[src/rtl/hazard_forward_unit.sv]
// Load-use stall and EX operand forwarding for a classic 5-stage pipeline.
// Tracks {valid, dest, is_load} for the EX, MEM and WB stages.
module hazard_forward_unit #(
    parameter int REG_BITS = 5
) (
    input  logic                clk,
    input  logic                rst_n,
    input  logic                id_valid,
    input  logic [2:0]          irj,
    input  logic [REG_BITS-1:0] rs,
    input  logic [REG_BITS-1:0] rt,
    input  logic [REG_BITS-1:0] rd,
    input  logic                id_reg_write,
    input  logic                id_is_load,
    input  logic                id_src_rt,
    input  logic                id_link,
    input  logic                flush,
    output logic                stall,
    output logic [1:0]          fwd_a,
    output logic [1:0]          fwd_b,
    output logic [REG_BITS-1:0] ex_dest
);

    localparam logic [2:0]          IRJ_I    = 3'b100;
    localparam logic [2:0]          IRJ_R    = 3'b010;
    localparam logic [2:0]          IRJ_J    = 3'b001;
    localparam logic [REG_BITS-1:0] LINK_REG = REG_BITS'(31);

    typedef struct packed {
        logic                valid;
        logic                is_load;
        logic [REG_BITS-1:0] dest;
    } slot_t;

    typedef enum logic [1:0] {
        FWD_RF     = 2'b00,
        FWD_MEM_WB = 2'b01,
        FWD_EX_MEM = 2'b10
    } fwd_sel_e;

    slot_t     r_ex, r_mem, r_wb;
    fwd_sel_e  r_fwd_a, r_fwd_b;

    logic [REG_BITS-1:0] w_src_a, w_src_b, w_dest;
    logic                w_stall, w_issue;
    fwd_sel_e            w_fwd_a, w_fwd_b;
    slot_t               w_id_slot;

    // Register 0 never matches: a zero source or zero destination is "absent".
    function automatic logic hits(input slot_t s, input logic [REG_BITS-1:0] src);
        return s.valid && (src != '0) && (s.dest == src);
    endfunction

    function automatic fwd_sel_e fwd_sel(input slot_t ex, input slot_t mem,
                                         input logic [REG_BITS-1:0] src);
        if (hits(ex, src) && !ex.is_load) return FWD_EX_MEM;
        else if (hits(mem, src))          return FWD_MEM_WB;
        else                              return FWD_RF;
    endfunction

    // NOTE: every output of a combinational block gets a default up front so no latch is inferred.
    always_comb begin
        w_src_a = '0;
        w_src_b = '0;
        w_dest  = '0;
        case (irj)
            IRJ_R: begin
                w_src_a = rs;
                w_src_b = rt;
                if (id_reg_write) w_dest = rd;
            end
            IRJ_I: begin
                w_src_a = rs;
                if (id_src_rt)    w_src_b = rt;
                if (id_reg_write) w_dest  = rt;
            end
            IRJ_J: begin
                if (id_reg_write && id_link) w_dest = LINK_REG;
            end
            default: ;  // non-one-hot: no sources, no destination
        endcase
    end

    assign w_stall = id_valid && !flush && r_ex.valid && r_ex.is_load &&
                     (hits(r_ex, w_src_a) || hits(r_ex, w_src_b));
    assign w_issue = id_valid && !w_stall && !flush;

    assign w_id_slot = '{valid: 1'b1, is_load: id_is_load, dest: w_dest};
    assign w_fwd_a   = fwd_sel(r_ex, r_mem, w_src_a);
    assign w_fwd_b   = fwd_sel(r_ex, r_mem, w_src_b);

    // NOTE: state is updated with non-blocking assignments so all slots shift on the same edge.
    always_ff @(posedge clk or negedge rst_n) begin
        if (!rst_n) begin
            r_ex    <= '0;
            r_mem   <= '0;
            r_wb    <= '0;
            r_fwd_a <= FWD_RF;
            r_fwd_b <= FWD_RF;
        end else begin
            r_wb  <= r_mem;
            r_mem <= r_ex;
            if (w_issue) begin
                r_ex    <= w_id_slot;
                r_fwd_a <= w_fwd_a;
                r_fwd_b <= w_fwd_b;
            end else begin
                r_ex    <= '0;
                r_fwd_a <= FWD_RF;
                r_fwd_b <= FWD_RF;
            end
        end
    end

    assign stall   = w_stall;
    assign fwd_a   = r_fwd_a;
    assign fwd_b   = r_fwd_b;
    assign ex_dest = r_ex.dest;

endmodule

[config.mk]
export PLATFORM = sky130hd
export DESIGN_NAME = hazard_forward_unit
export DESIGN_NICKNAME = d
export VERILOG_FILES = /design/src/rtl/hazard_forward_unit.sv
export SDC_FILE = /design/constraint.sdc
export NUM_CORES = 1
export LEC_CHECK = 0
export CELL_PAD_IN_SITES_DETAIL_PLACEMENT = 1
export CELL_PAD_IN_SITES_GLOBAL_PLACEMENT = 2
export CORE_MARGIN = 2
export CORE_UTILIZATION = 24
export CTS_CLUSTER_DIAMETER = 40
export CTS_CLUSTER_SIZE = 40
export DETAILED_ROUTE_END_ITERATION = 6
export GPL_ROUTABILITY_DRIVEN = 0
export GPL_TIMING_DRIVEN = 0
export PLACE_DENSITY_LB_ADDON = 0.1
export SETUP_SLACK_MARGIN = 0.15
export SYNTH_ARGS = -nofsm -noshare
export SYNTH_HDL_FRONTEND = slang
export SYNTH_SLANG_ARGS = --single-unit
[constraint.sdc]
create_clock -name clk -period 3.05 [get_ports clk]
set_input_delay 0.915 -clock clk [delete_from_list [all_inputs] [get_ports clk]]
set_output_delay 0.915 -clock clk [all_outputs]
set_load 0.02 [all_outputs]
==> metrics.cfg <==
[worst_setup_path]
critPathKind = in -> out
worstRegToRegCells = 15
cp.arrival_ns = 2.32
worstReg2RegEnd = fwd_b[0]
r2r_start = ex_dest[1]
required_ns = 2.13
worstSetupStartpointType = primary input
cp-end-kind = output pin
path_max_fanout = 4
r2r_slack_ns = 0.57

[timing]
period_needed_ns = 3.237
fin_setup_tns_ns = -0.1868
timing.final.ws_setup_ns = -0.1868
worst_slew_pin_slew_ns = 0.8024
hold_viol = 0
rsz0062_at_grt = true
finClkSkew_ns = 0.003135
finalCritPeriodShare_pct = 106.1
finalSetupViolCount = 1
clock.fmax_mhz = 309.0
relSlewSlack_pct = 46.34
holdWs_ns = 0.4824
finalMaxSlewViolations = 0

[worst_hold_path]
worstHoldPathType = reg -> reg
hold_end = r_mem[4]
hold_start = ex_dest[4]
whs_path_depth = 0

[synth]
synth_ff_type = dfrtp_1
synth.most_common_cell = dfrtp_1
ys_seq_area_share_pct = 39.86
synth.distinct_cells = 37
ys_ff_latch = 17
synth_warnings = 0
synthArstFlopShare_pct = 100.0
synth_top_area_share_pct = 39.86
syn-instance-count = 111
avgSynthCellArea_um2 = 9.615
synthesis.nets = 137
synth.top_cells.by_area = dfrtp_1 (40%), xnor2_1 (8.2%), xor2_1 (5.7%), a21oi_1 (5.2%), buf_4 (3.5%)
synth_common_cells = dfrtp_1 (17), a21oi_1 (11), xnor2_1 (10), nor2_1 (8), xor2_1 (7)
synth_enable_flop_cells = 0
synth_area_mm2 = 0.001067
yosysTopAreaCell = dfrtp_1

[power]
leakagePower_nw = 0.7691
p_per_area_mw_per_mm2 = 300.7
finalPower_uw = 525.2
max-vdd-ir-drop_mv = 0.1118

[clock_network]
clk_pin_slew_ns = 0.06
cts-htree-levels = 1
clockBufferDepth = 2
clock-sinks = 17
clock_latency_ns = 0.25
numCtsBuffers = 3
hold_buffers = 0
root_buffer = clkbuf_8
cts_tree = yes

[global_routing]
grtUsageTotal_pct = 14.00
grt_max_degree = 18
grt_pass1_vias = 1105
grt_overflow = 0
grt_pass1_wl_um = 5416
antenna_found_initial = 0

[route]
dr.pass1.iters = 4
ant_nets = 0
viasPerCell = 4.752
drc = 0
routedWlPerCell_um = 15.94
wirelength_um = 3539
num_vias = 1055
drt_iter0_drc = 42

[floorplan]
initial_core_util_pct = 24.68
die_x_um = 70.69
dieArea_mm2 = 0.004996
rows = 24
num_io_pins = 36
core_area_mm2 = 0.004324
die_y_um = 70.69

[placement]
place_area_mm2 = 0.001473
port_buffers = 34
place_ws_ns = -1.348
hpwl_um = 2425

[cells_and_area]
nNetsFinal = 197
antennaDiodeCount = 0
final_area_mm2 = 0.001747
drive_above_1_share_pct = 32.94
syn_to_final_growth_pct = 63.66

[status]
status = finished with violations
failed_checks = setup timing

[run]
maxCapViolCount = 0

[metal layers]
layer  up-vias  wire (um)  track usage (%)  share of wire [%]
met5         -          0                0                  0
met4         0         97            5.870                2.7
met3         8        170            1.852                4.8
met2        39       1807            25.03                 51
met1       490       1463            16.81                 41
li1        518          -                -                  -
[logic make-up after synthesis]
logic type	after synthesis	share of synthesized area, %
xor+xnor	17	13.95
buf+inv	12	6.096
compound gates	26	19.11
simple gates	39	20.99
flops	17	39.86
[per-stage QoR]
| stage | cells | utilization, % |
|---|---|---|
| floorplan | 111 | - |
| global placement | 197 | 34.06 |
| detailed placement | 197 | 34.06 |
| CTS | 215 | 37.99 |
| global route | 222 | 40.39 |
| finish | 222 | 40.39 |
[where the power goes]
part	switching [mW]	internal [mW]
Combinational	0.0578	0.0669
Sequential	0.00389	0.228
Clock	0.0757	0.0926
[how the worst max path moves through the flow]
stage             start  slack, ns     to
2_1_floorplan    irj[0]      -0.05  stall
3_3_place_gp      rt[4]      -1.33  stall
3_5_place_dp      rt[4]      -1.35  stall
5_1_grt        id_valid      -0.22  stall
4_1_cts           rt[4]      -0.28  stall
6_report          rt[2]      -0.19  stall
[worst max-delay path, stage by stage]
cell and delay [ns]:
buf_8 0.10, xor2_1 0.13, a2111o_1 0.40, or4_4 0.44
o22ai_4 0.19, buf_6 0.14
[cells in the final DEF, fill, tap and decap left out, drive strengths merged, types with 2 or more instances in the layout]
cell           count
buf               35
clkdlybuf4s50     20
dfrtp             17
a21oi             11
xnor2             10
nor2               8
xor2               7
nor3               6
clkbuf             6
inv                5
nand2b             4
nand4              3
nor4               3
nor2b              3
nand3              2
and3b              2
nand2              2
dlymetal6s2s       2
or4                2
o22ai              2
o31ai              2
o21ai              2
clkdlybuf4s15      2
[timing repair]
action,in CTS,in global routing
hold endpoints to repair,0,0
pin swaps,7,7
setup endpoints to repair,1,3
resized for setup,50,23
buffers inserted,14,7
[registers in the layout (all words and copies together), names as in the netlist]
register and cells:
r_mem 6, ex_dest 5, fwd_a 2, fwd_b 2, r_ex 2
[area by class of cell]
type | count | area, um^2
fill | 510 | 2577
multi-input combinational | 82 | 651.9
timing repair buffer | 55 | 490.5
sequential | 17 | 425.4
tap | 52 | 65.06
buffer | 7 | 50.05
clock buffer | 4 | 45.04
inverter | 5 | 18.77
Note: power is estimated with default switching activity, not from simulation.
